$ cat config.mk
export PLATFORM = sky130hd
export DESIGN_NAME = alu_cmd_sequencer_flat
export DESIGN_NICKNAME = d
export VERILOG_FILES = /design/src/rtl/alu_cmd_sequencer_if.sv /design/src/rtl/alu_cmd_sequencer.sv /design/src/flat_wrapper.sv
export SDC_FILE = /design/constraint.sdc
export NUM_CORES = 1
export LEC_CHECK = 0
export BUFFER_PORTS_ARGS = -buffer_cell sky130_fd_sc_hd__buf_2
export CAP_MARGIN = 15
export CELL_PAD_IN_SITES_DETAIL_PLACEMENT = 1
export CELL_PAD_IN_SITES_GLOBAL_PLACEMENT = 1
export CORE_ASPECT_RATIO = 1.75
export CORE_UTILIZATION = 30
export DETAILED_ROUTE_END_ITERATION = 8
export GPL_TIMING_DRIVEN = 0
export PLACE_DENSITY_LB_ADDON = 0.25
export SYNTH_ARGS = -nofsm -noshare
export SYNTH_HDL_FRONTEND = slang
export SYNTH_SLANG_ARGS = --single-unit
export TNS_END_PERCENT = 1
$ cat constraint.sdc
create_clock -name clk -period 1.9 [get_ports clk]
set_clock_uncertainty 0.1 [all_clocks]
set_input_delay 0.095 -clock clk [delete_from_list [all_inputs] [get_ports clk]]
set_output_delay 0.095 -clock clk [all_outputs]
set_load 0.05 [all_outputs]
$ cat src/rtl/alu_cmd_sequencer_if.sv
// Command, response and ALU-side signals of the ALU command sequencer.
// slave: sequencer view. master: front end / ALU / consumer view.
interface alu_cmd_sequencer_if;
  logic        cmd_valid;
  logic        cmd_ready;
  logic [3:0]  cmd_op;
  logic [7:0]  cmd_imm;
  logic        cmd_wb;

  logic [3:0]  alu_opcode;
  logic [7:0]  alu_operand1;
  logic [7:0]  alu_operand2;
  logic [15:0] alu_result;
  logic        alu_flagC;
  logic        alu_flagZ;

  logic        rsp_valid;
  logic        rsp_ready;
  logic [15:0] rsp_result;
  logic        rsp_flagC;
  logic        rsp_flagZ;
  logic        rsp_err;

  logic [7:0]  acc;

  modport slave (
    input  cmd_valid,
    input  cmd_op,
    input  cmd_imm,
    input  cmd_wb,
    output cmd_ready,
    output alu_opcode,
    output alu_operand1,
    output alu_operand2,
    input  alu_result,
    input  alu_flagC,
    input  alu_flagZ,
    output rsp_valid,
    input  rsp_ready,
    output rsp_result,
    output rsp_flagC,
    output rsp_flagZ,
    output rsp_err,
    output acc
  );

  modport master (
    output cmd_valid,
    output cmd_op,
    output cmd_imm,
    output cmd_wb,
    input  cmd_ready,
    input  alu_opcode,
    input  alu_operand1,
    input  alu_operand2,
    output alu_result,
    output alu_flagC,
    output alu_flagZ,
    input  rsp_valid,
    output rsp_ready,
    input  rsp_result,
    input  rsp_flagC,
    input  rsp_flagZ,
    input  rsp_err,
    input  acc
  );
endinterface

$ cat src/rtl/alu_cmd_sequencer.sv
// Initiator for the 8-bit combinational ALU: one command in flight,
// accumulator + carry/zero registers, valid/ready command and response.
// Ports: clk, rst_n (async, active low), sq (alu_cmd_sequencer_if.slave):
//   cmd_valid/ready/op/imm/wb in, alu_opcode/operand1/operand2 out,
//   alu_result/flagC/flagZ in, rsp_valid/ready/result/flagC/flagZ/err,
//   acc out.
module alu_cmd_sequencer #(
  parameter int unsigned SETTLE_CYCLES = 1,
  parameter logic [7:0]  ACC_RESET     = 8'h00
) (
  input  logic                 clk,
  input  logic                 rst_n,
  alu_cmd_sequencer_if.slave   sq
);

  localparam logic [3:0] CNT_INIT = 4'(SETTLE_CYCLES - 1);

  typedef enum logic [1:0] {
    S_IDLE,
    S_ISSUE,
    S_LOCAL,
    S_RESP
  } state_e;

  state_e      state_q;
  logic [3:0]  op_q;
  logic [7:0]  imm_q;
  logic        wb_q;
  logic [3:0]  cnt_q;

  logic        cmd_ready_q;
  logic        rsp_valid_q;
  logic [15:0] rsp_result_q;
  logic        rsp_err_q;

  logic [3:0]  alu_opcode_q;
  logic [7:0]  alu_op1_q;
  logic [7:0]  alu_op2_q;

  logic [7:0]  acc_q;
  logic        carry_q;
  logic        zero_q;

  logic        accept;
  logic        cmd_is_alu;
  logic        op_sets_carry;
  logic        op_is_ldi;

  assign accept        = sq.cmd_valid & cmd_ready_q;
  assign cmd_is_alu    = (sq.cmd_op <= 4'hB);
  assign op_sets_carry = (op_q <= 4'h5);
  assign op_is_ldi     = (op_q == 4'hF);

  always_ff @(posedge clk or negedge rst_n) begin
    if (!rst_n) begin
      state_q      <= S_IDLE;
      op_q         <= 4'h0;
      imm_q        <= 8'h00;
      wb_q         <= 1'b0;
      cnt_q        <= 4'h0;
      cmd_ready_q  <= 1'b1;
      rsp_valid_q  <= 1'b0;
      rsp_result_q <= 16'h0000;
      rsp_err_q    <= 1'b0;
      alu_opcode_q <= 4'h0;
      alu_op1_q    <= 8'h00;
      alu_op2_q    <= 8'h00;
      acc_q        <= ACC_RESET;
      carry_q      <= 1'b0;
      zero_q       <= 1'b0;
    end else begin
      unique case (state_q)
        S_IDLE: begin
          if (accept) begin
            op_q        <= sq.cmd_op;
            imm_q       <= sq.cmd_imm;
            wb_q        <= sq.cmd_wb;
            cmd_ready_q <= 1'b0;
            if (cmd_is_alu) begin
              // Operands freeze here and stay put until
              // the next ALU-op accept.
              alu_opcode_q <= sq.cmd_op;
              alu_op1_q    <= acc_q;
              alu_op2_q    <= sq.cmd_imm;
              cnt_q        <= CNT_INIT;
              state_q      <= S_ISSUE;
            end else begin
              state_q <= S_LOCAL;
            end
          end
        end

        S_ISSUE: begin
          if (cnt_q == 4'h0) begin
            rsp_result_q <= sq.alu_result;
            rsp_err_q    <= 1'b0;
            // Z follows the full 16-bit result,
            // not the written-back byte.
            zero_q       <= sq.alu_flagZ;
            if (op_sets_carry) begin
              carry_q <= sq.alu_flagC;
            end
            if (wb_q) begin
              acc_q <= sq.alu_result[7:0];
            end
            rsp_valid_q <= 1'b1;
            state_q     <= S_RESP;
          end else begin
            cnt_q <= cnt_q - 4'h1;
          end
        end

        S_LOCAL: begin
          // ldi and illegal ops never touch the ALU.
          if (op_is_ldi) begin
            rsp_result_q <= {8'h00, imm_q};
            rsp_err_q    <= 1'b0;
            acc_q        <= imm_q;
            zero_q       <= (imm_q == 8'h00);
          end else begin
            rsp_result_q <= 16'h0000;
            rsp_err_q    <= 1'b1;
          end
          rsp_valid_q <= 1'b1;
          state_q     <= S_RESP;
        end

        S_RESP: begin
          if (sq.rsp_ready) begin
            rsp_valid_q <= 1'b0;
            cmd_ready_q <= 1'b1;
            state_q     <= S_IDLE;
          end
        end
      endcase
    end
  end

  assign sq.cmd_ready    = cmd_ready_q;
  assign sq.alu_opcode   = alu_opcode_q;
  assign sq.alu_operand1 = alu_op1_q;
  assign sq.alu_operand2 = alu_op2_q;
  assign sq.rsp_valid    = rsp_valid_q;
  assign sq.rsp_result   = rsp_result_q;
  assign sq.rsp_flagC    = carry_q;
  assign sq.rsp_flagZ    = zero_q;
  assign sq.rsp_err      = rsp_err_q;
  assign sq.acc          = acc_q;

endmodule

$ cat src/flat_wrapper.sv
// flat-port wrapper written by rule: the top's interface ports become plain ports
module alu_cmd_sequencer_flat 
#(
  parameter int unsigned SETTLE_CYCLES = 1,
  parameter logic [7:0]  ACC_RESET     = 8'h00
)
  (clk, rst_n, sq_cmd_valid, sq_cmd_op, sq_cmd_imm, sq_cmd_wb, sq_cmd_ready, sq_alu_opcode, sq_alu_operand1, sq_alu_operand2, sq_alu_result, sq_alu_flagC, sq_alu_flagZ, sq_rsp_valid, sq_rsp_ready, sq_rsp_result, sq_rsp_flagC, sq_rsp_flagZ, sq_rsp_err, sq_acc);
  alu_cmd_sequencer_if sq_i ();
  input  logic clk;
  input  logic rst_n;
  input wire logic [$bits(sq_i.cmd_valid)-1:0] sq_cmd_valid;
  input wire logic [$bits(sq_i.cmd_op)-1:0] sq_cmd_op;
  input wire logic [$bits(sq_i.cmd_imm)-1:0] sq_cmd_imm;
  input wire logic [$bits(sq_i.cmd_wb)-1:0] sq_cmd_wb;
  output wire logic [$bits(sq_i.cmd_ready)-1:0] sq_cmd_ready;
  output wire logic [$bits(sq_i.alu_opcode)-1:0] sq_alu_opcode;
  output wire logic [$bits(sq_i.alu_operand1)-1:0] sq_alu_operand1;
  output wire logic [$bits(sq_i.alu_operand2)-1:0] sq_alu_operand2;
  input wire logic [$bits(sq_i.alu_result)-1:0] sq_alu_result;
  input wire logic [$bits(sq_i.alu_flagC)-1:0] sq_alu_flagC;
  input wire logic [$bits(sq_i.alu_flagZ)-1:0] sq_alu_flagZ;
  output wire logic [$bits(sq_i.rsp_valid)-1:0] sq_rsp_valid;
  input wire logic [$bits(sq_i.rsp_ready)-1:0] sq_rsp_ready;
  output wire logic [$bits(sq_i.rsp_result)-1:0] sq_rsp_result;
  output wire logic [$bits(sq_i.rsp_flagC)-1:0] sq_rsp_flagC;
  output wire logic [$bits(sq_i.rsp_flagZ)-1:0] sq_rsp_flagZ;
  output wire logic [$bits(sq_i.rsp_err)-1:0] sq_rsp_err;
  output wire logic [$bits(sq_i.acc)-1:0] sq_acc;
  assign sq_i.cmd_valid = sq_cmd_valid;
  assign sq_i.cmd_op = sq_cmd_op;
  assign sq_i.cmd_imm = sq_cmd_imm;
  assign sq_i.cmd_wb = sq_cmd_wb;
  assign sq_cmd_ready = sq_i.cmd_ready;
  assign sq_alu_opcode = sq_i.alu_opcode;
  assign sq_alu_operand1 = sq_i.alu_operand1;
  assign sq_alu_operand2 = sq_i.alu_operand2;
  assign sq_i.alu_result = sq_alu_result;
  assign sq_i.alu_flagC = sq_alu_flagC;
  assign sq_i.alu_flagZ = sq_alu_flagZ;
  assign sq_rsp_valid = sq_i.rsp_valid;
  assign sq_i.rsp_ready = sq_rsp_ready;
  assign sq_rsp_result = sq_i.rsp_result;
  assign sq_rsp_flagC = sq_i.rsp_flagC;
  assign sq_rsp_flagZ = sq_i.rsp_flagZ;
  assign sq_rsp_err = sq_i.rsp_err;
  assign sq_acc = sq_i.acc;
  alu_cmd_sequencer #(.SETTLE_CYCLES(SETTLE_CYCLES), .ACC_RESET(ACC_RESET)) u_core (.clk(clk), .rst_n(rst_n), .sq(sq_i));
endmodule
Yosys cells after proc, flatten, opt, wreduce, memory -nomap -nowiden
Index checks and enable logic that the tools add are counted.
- equality and inequality tests: 11
- add/sub/neg operators: 1
- muxes and demuxes: 28
- reduce and logical (&&, ||, !) cells: 17
- magnitude comparators: 2
- bitwise logic cells: 1
- operators with widths (cell ; count):
    $mux 8 ; 4
    $pmux 16 s2 ; 1
    $reduce_and 3->1 ; 6
    $mux 16 ; 1
    $pmux 8 s2 ; 1
    $mux 4 ; 3
    $ne 2x1->1 const B ; 5
    $logic_not 8->1 ; 1
    $mux 1 ; 8
    $mux 2 ; 4
    $pmux 2 s4 ; 1
    $pmux 4 s2 ; 1
    $reduce_and 4->1 ; 2
    $pmux 1 s2 ; 3
    $reduce_bool 2->1 ; 3
    $eq 2x2->1 const B ; 2
    $eq 4x4->1 const B ; 1
    $le 4x3->1 const B ; 1
    $le 4x4->1 const B ; 1
    $logic_not 4->1 ; 1
    $ne 2x2->1 const B ; 2
    $reduce_and 2->1 ; 2
    $sub 4x1->4 const B ; 1
    $pmux 1 s3 ; 1
    other kinds (4) ; 4
- output and inout bits: 49
- input bits: 35
- register bits: 68
- word-level logic and storage cells: 75

Longest topological paths before layout
Gate-level depths: netlist of the first run.
- depth in word-level cells: 4
- gate-level depth with buffers: 8
- depth with buffers taken out: 6

Least setup slack after synthesis of the first run
No wires, ideal clock.
- path type: reg-to-reg
- start: reg u_core.state_q[0]
- end: reg u_core.acc_q[6] (netlist: u_core.sq.acc[6])
- data required time: 1727 ps
- period minus slack after synthesis: 2066 ps
- buffers on the path: 2
- setup slack: -166 ps
- stages on the path, launching flop included: 9
- arrival time: 1893 ps
- library setup time: 73 ps
- cells stage by stage: dfrtp_1 -> inv_1 -> ha_1 -> buf_2 -> nand2b_1 -> a222oi_1 -> buf_6 -> nor2_2 -> a21oi_2
- longest elaborated chain between the ends: 3
- elaborated cells on any way between the ends: 8
- those cells by class: eq/ne (5); mux (1); reduce/logical (2)
- ends and longest elaborated chain (element ; RTL line ; text):
    start: declaration ; alu_cmd_sequencer.sv:25 ; state_e state_q;
    start signal: assignment ; alu_cmd_sequencer.sv:56 ; state_q <= S_IDLE;
    start signal: assignment ; alu_cmd_sequencer.sv:86 ; state_q <= S_ISSUE;
    start signal: assignment ; alu_cmd_sequencer.sv:88 ; state_q <= S_LOCAL;
    $eq 2x1->1 or $eq 2x2->1 (tied branches) ; alu_cmd_sequencer.sv:72 ; unique case (state_q)
    $ne 2x1->1 (no line) or $reduce_bool 2->1 (tied branches) ; -- ;
    $reduce_and 4->1 (no line) ; -- ;
    end signal: assignment ; alu_cmd_sequencer.sv:104 ; acc_q <= sq.alu_result[7:0];
    end signal: assignment ; alu_cmd_sequencer.sv:118 ; acc_q <= imm_q;
    end: declaration ; alu_cmd_sequencer.sv:40 ; logic [7:0] acc_q;
Several ways; a longest one is shown, not always the timed one.
A chain may end at the register's enable or synchronous reset.

Worst setup path after layout of the first run
- start: reg u_core.state_q[1]
- end: reg u_core.acc_q[7] (netlist: u_core.sq.acc[7])
Same word-level chain as after synthesis.

==> results_dict.tcl, run 1 <==
set metrics [dict create \
    critical_path_buf_inv_count 3 \
    cp_slowest_cell "dfrtp_2" \
    drive_above_1_share 0.4594 \
    synth-edff-count 0 \
    area_growth_pct 42.17 \
    diodes 0 \
    die_x_um 76.62 \
    finalCritPeriodShare 0.9729 \
    holdCritStartpoint "sq_rsp_ready" \
    max_cap_violations 0 \
    worstPathCellList "inv_4 -> ha_4 -> nand4bb_4 -> a222oi_1 -> buf_4 -> buf_6 -> nor2_2 -> a21oi_2" \
    core_um2 9468 \
    dp_hpwl_mm 5.328 \
    overflow 0 \
    wl_per_cell_um 15.52 \
    grt_pass1_vias 2521 \
    timing.final.crit_period_ps 1849 \
    synth-async-reset-ratio 1.000 \
    cts_sinks 68 \
    r2r_slack_ps 50 \
    root_buffer "clkbuf_16" \
    regToRegStartpoint "u_core.state_q[1]" \
    syn_nets 274 \
    firstDrtPassIters 5 \
    routed_wl_mm 7.433 \
    critPathMaxStageDelay_ps 450 \
    yosysWarningCount 0 \
    tightest_slew_ps 882.9 \
    viasPerCell 4.795 \
    end_kind "flip-flop" \
    io_pins 84 \
    synth_cell_types 36 \
    cp_top_family "flip-flops" \
    port_buffers 83 \
    cts_buffer_depth 2 \
    postRouteAntennaNets 0 \
    vias 2297 \
    critical_path_class "reg2reg" \
    final_area_um2 4155 \
    cp-start-kind "flip-flop" \
    ys_ff_latch 68 \
    final_common_cell "buf_2" \
    fmax_ghz 0.5410 \
    cts.clk_slew.worst_paths_ps 50 \
    grt_use_total 0.1636 \
    placementRows 47 \
    grt_max_degree 69 \
    crit_fanout 10 \
    timing.rr.end "u_core.sq.acc[7]" \
    status "complete, no violations" \
    drt_iter0_drc 53 \
    fin_nets 395 \
    cts_tree "yes" \
    synth_ff_type "dfrtp_1" \
    antenna_found_initial 0 \
    holdPathEnd "u_core.sq.cmd_ready" \
    grt_pass1_wl_mm 12.77 \
    post-place-ws_ps -551.9 \
    finalHoldViolCount 0 \
    setup_viol 0 \
    worst_r2r_path_depth 8 \
    dpl_cell_area_um2 3537 \
    crit_required_ps 2060 \
    syn_area_um2 2923 \
    synth_cells 231 \
    synth-seq-area-share 0.5826 \
    layout_common_cells "buf_2, dfrtp_1, mux2_2, dlygate4sd3_1" \
    drc_errors 0 \
    clock_latency_ps 330 \
    fin_ws_ps 51.45 \
    rsz0062_at_grt "yes" \
    gp_congestion 0.7464 \
    slew_headroom 0.4114 \
    cts_max_level 3 \
    hold_path.class "in2reg" \
    cts_made_buffers 9 \
    hold_depth 3 \
    dieArea_um2 10160 \
    avgSynthCellArea_um2 12.65 \
    final_max_slew_viol_count 0 \
    die_h_um 132.6 \
    critical_path_arrival_ps 2010 \
    initial_core_util 0.3087 \
]
-- timing repair --
| action | CTS | global route |
|---|---|---|
| endpoints found under the setup margin | 57 | 52 |
| pin swaps | 1 | 1 |
| endpoints found under the hold margin | 102 | 0 |
| resized for setup | 13 | 12 |
| hold buffers | 24 | 0 |
| buffers inserted | 2 | 1 |
-- layer usage --
| layer | GRT usage | routed length [um] | vias to the layer above |
|---|---|---|---|
| li1 | - | - | 1080 |
| met3 | 0.03724 | 310 | 10 |
| met4 | 0.07372 | 136 | 0 |
| met5 | 0 | 0 | - |
| met1 | 0.1792 | 2977 | 1153 |
| met2 | 0.2963 | 4009 | 54 |
-- cells in the mapped netlist (all sizes together), types with 2 or more instances --
cell,n,area (um^2)
mux2i,8,80.08
buf,4,23.77
inv,9,33.78
nand2,15,56.30
nor4,2,12.51
a22o,9,78.83
nor2b,3,18.77
o21ai,18,90.08
ha,8,100.1
o31ai,5,37.54
a21oi,13,72.57
nand3,2,10.01
a31oi,2,12.51
dfrtp,67,1677
clkbuf,4,15.01
nand2b,3,18.77
nor2,11,46.29
mux2,35,394.1
nand4,2,12.51
-- how the worst max path moves through the flow --
stage	startpoint	cells past startpoint	endpoint	slack, ps
after floorplan	u_core.state_q[0]	8	u_core.sq.acc[6]	-100
after global routing	u_core.state_q[1]	8	u_core.sq.acc[1]	-20
after CTS	u_core.state_q[1]	7	u_core.sq.rsp_result[1]	-30
after global placement	u_core.state_q[1]	7	u_core.sq.acc[7]	-510
after detailed placement	u_core.state_q[1]	7	u_core.sq.acc[7]	-550
final	u_core.state_q[1]	8	u_core.sq.acc[7]	50
-- cells by family (layout without fill, tap and decap cells) --
kind of cell | after synthesis | after routing | synth area share
flops | 68 | 68 | 0.5826
compound gates | 52 | 52 | 0.1147
mux | 43 | 43 | 0.1622
simple gates | 43 | 43 | 0.08134
buf+inv | 17 | 143 | 0.02483
fa+ha+maj | 8 | 8 | 0.03425
-- through the flow --
stage / instances / setup TNS, ps / hold WS [ps] / util
2_1_floorplan: 231 / -610.1 / -300.6 / -
3_3_place_gp: 436 / -12440 / 215.9 / 0.3733
3_5_place_dp: 436 / -14570 / 181.3 / 0.3736
4_1_cts: 478 / -55.83 / 0.2723 / 0.4348
5_1_grt: 479 / -69.00 / 19.41 / 0.4389
6_report: 479 / 0 / 7.090 / 0.4389
-- flip-flops by register name, indices dropped and copies added, names as in the netlist, 2 cells and up --
register / cells
u_core.sq.rsp_result: 16
u_core.imm_q: 8
u_core.sq.acc: 8
u_core.sq.alu_operand1: 8
u_core.sq.alu_operand2: 8
u_core.cnt_q: 4
u_core.op_q: 4
u_core.sq.alu_opcode: 4
u_core.state_q: 2
-- layout make-up --
type,instances,area [um^2]
Tap cell,122,152.6
Timing Repair Buffer,110,684.4
Buffer,8,65.06
Clock buffer,12,246.5
Clock inverter,4,48.80
Sequential cell,68,1705
Fill cell,1036,5313
Inverter,9,38.79
Multi-Input combinational cell,146,1214
-- worst register-to-register path, cell delays in order, from the launching register on --
cell       delay (ps)
dfrtp_2           450
inv_4             100
ha_4              170
nand4bb_4         130
a222oi_1          360
buf_4             190
buf_6             150
nor2_2             50
a21oi_2            90
Power of run 1 is not shown: default switching activity piles up to over one toggle a cycle in this logic, so the estimate is an artifact.
==> inputs of run 2 (changes only) <==
--- a/config.mk
+++ b/config.mk
@@ -12,7 +12,6 @@
 export CORE_ASPECT_RATIO = 1.75
 export CORE_UTILIZATION = 30
 export DETAILED_ROUTE_END_ITERATION = 8
-export GPL_TIMING_DRIVEN = 0
 export PLACE_DENSITY_LB_ADDON = 0.25
 export SYNTH_ARGS = -nofsm -noshare
 export SYNTH_HDL_FRONTEND = slang
==> results_dict.tcl, run 2 (same netlist as run 1, synthesis figures left out) <==
set metrics [dict create \
    worst_r2r_path_depth 7 \
    drive_above_1_share 0.4513 \
    cts_made_buffers 9 \
    rsz0062_at_grt "yes" \
    die_h_um 132.6 \
    grt_use_total 0.1644 \
    root_buffer "clkbuf_16" \
    worstPathCellList "inv_4 -> ha_4 -> nand4bb_4 -> a222oi_1 -> buf_4 -> buf_2 -> a21oi_1" \
    ir_drop_mv 0.7929 \
    largest_register_ff_count 16 \
    max_cap_violations 0 \
    total_leakage_power_nw 1.938 \
    grt_pass1_vias 2515 \
    gp_congestion 0.7464 \
    cp-start-kind "flip-flop" \
    timing.final.crit_period_ps 1825 \
    die_x_um 76.62 \
    cts_buffer_depth 2 \
    final_max_slew_viol_count 0 \
    core_um2 9468 \
    cts_tree "yes" \
    setup_viol 0 \
    cts.clk_slew.worst_paths_ps 60 \
    whs_ps 16.55 \
    n_fill_cell 1031 \
    dp_hpwl_mm 5.416 \
    p_per_area_nw_per_um2 2113 \
    fin_total_pwr_mw 8.870 \
    area_growth_pct 43.62 \
    fin_nets 398 \
    grt_pass1_wl_mm 12.81 \
    placementRows 47 \
    dieArea_um2 10160 \
    post-place-ws_ps 18.52 \
    end_kind "flip-flop" \
    overflow 0 \
    grt_max_degree 38 \
    drc_errors 0 \
    io_pins 84 \
    cp_slowest_cell "dfrtp_2" \
    finalCritPeriodShare 0.9603 \
    critical_path_class "reg2reg" \
    crit_required_ps 2010 \
    vias 2290 \
    routed_wl_mm 7.648 \
    cts_sinks 68 \
    hold_depth 3 \
    layout_common_cells "buf_2, dfrtp_1, mux2_2, dlygate4sd3_1" \
    critPathMaxStageDelay_ps 450 \
    finalHoldViolCount 0 \
    antenna_found_initial 0 \
    final_common_cell "buf_2" \
    fin_ws_ps 75.48 \
    tightest_slew_ps 606.2 \
    firstDrtPassIters 4 \
    critical_path_arrival_ps 1930 \
    viasPerCell 4.761 \
    fmax_ghz 0.5481 \
    crit_fanout 8 \
    hold_path.class "in2reg" \
    tns_ps 0 \
    postRouteAntennaNets 0 \
    status "complete, no violations" \
    initial_core_util 0.3087 \
    diodes 0 \
    wl_per_cell_um 15.90 \
    clock_latency_ps 330 \
    drt_iter0_drc 84 \
    port_buffers 83 \
    slew_headroom 0.5943 \
    cts_max_level 3 \
]
==> run 2: changes by cell type in the layout (fill, tap and decap cells not counted), sizes merged <==
cell	delta
clkbuf	-5
dlygate4sd3	+2
buf	+5
==> run 2: routing by layer <==
| layer | share of wire | vias up | track usage |
|---|---|---|---|
| met5 | 0 | - | 0 |
| met4 | 0.021 | 0 | 0.08226 |
| li1 | - | 1077 | - |
| met1 | 0.38 | 1144 | 0.1758 |
| met2 | 0.56 | 58 | 0.2993 |
| met3 | 0.044 | 11 | 0.03655 |
==> run 2: power breakdown <==
part / internal, mW / total, mW / switching, mW
clock network: 1.08 / 1.68 / 0.599
logic: 1.52 / 4.57 / 3.05
registers: 2.15 / 2.62 / 0.473
total: 4.75 / 8.87 / 4.12
==> run 2: worst max-delay path: cells and delay by family, from the launching register on <==
family | cells | cell delay, ps
DFF | 1 | 450
buffers and inverters | 3 | 490
adders and majority gates | 1 | 160
and+or+nand+nor | 1 | 120
AOI/OAI and AO/OA | 2 | 380
==> run 2: through the flow <==
| stage | util | cell area [um^2] | std cells |
|---|---|---|---|
| CTS | 0.4405 | 4170 | 479 |
| detailed placement | 0.3811 | 3608 | 438 |
| floorplan | - | 2967 | 231 |
| finish | 0.4434 | 4198 | 481 |
| global placement | 0.3811 | 3608 | 438 |
| global route | 0.4434 | 4198 | 481 |
==> run 2: final timing paths <==
| path | startpoint | endpoint | slack [ps] |
|---|---|---|---|
| setup / recovery | u_core.state_q[1] | u_core.sq.acc[0] | 80 |
| hold / removal | sq_alu_result[4] | u_core.sq.rsp_result[4] | 20 |
| setup reg to reg | u_core.state_q[1] | u_core.sq.acc[0] | 80 |
| hold reg to reg | u_core.sq.rsp_result[0] | u_core.sq.rsp_result[0] | 380 |
| max in group asynchronous | rst_n | u_core.sq.cmd_ready | 930 |
| min in group asynchronous | rst_n | u_core.sq.alu_operand1[4] | 150 |
==> run 2: what timing repair did <==
item | 4_1_cts | 5_1_grt
gates resized for setup | 0 | 9
buffers inserted | 0 | 1
endpoints found under the hold margin | 82 | 0
endpoints found under the setup margin | 0 | 42
hold buffers | 26 | 0
==> run 2: area by class of cell <==
cell class | count | area, um^2 | area share
inverters | 9 | 36.28 | 0.008644
clock inverters | 4 | 48.80 | 0.01162
well taps | 122 | 152.6 | 0.03636
clock buffers | 11 | 252.7 | 0.06021
multi-input cells | 146 | 1199 | 0.2855
flip-flops and latches | 68 | 1705 | 0.4063
repair buffers | 121 | 803.3 | 0.1914
Power figures use the tool's default switching activity.
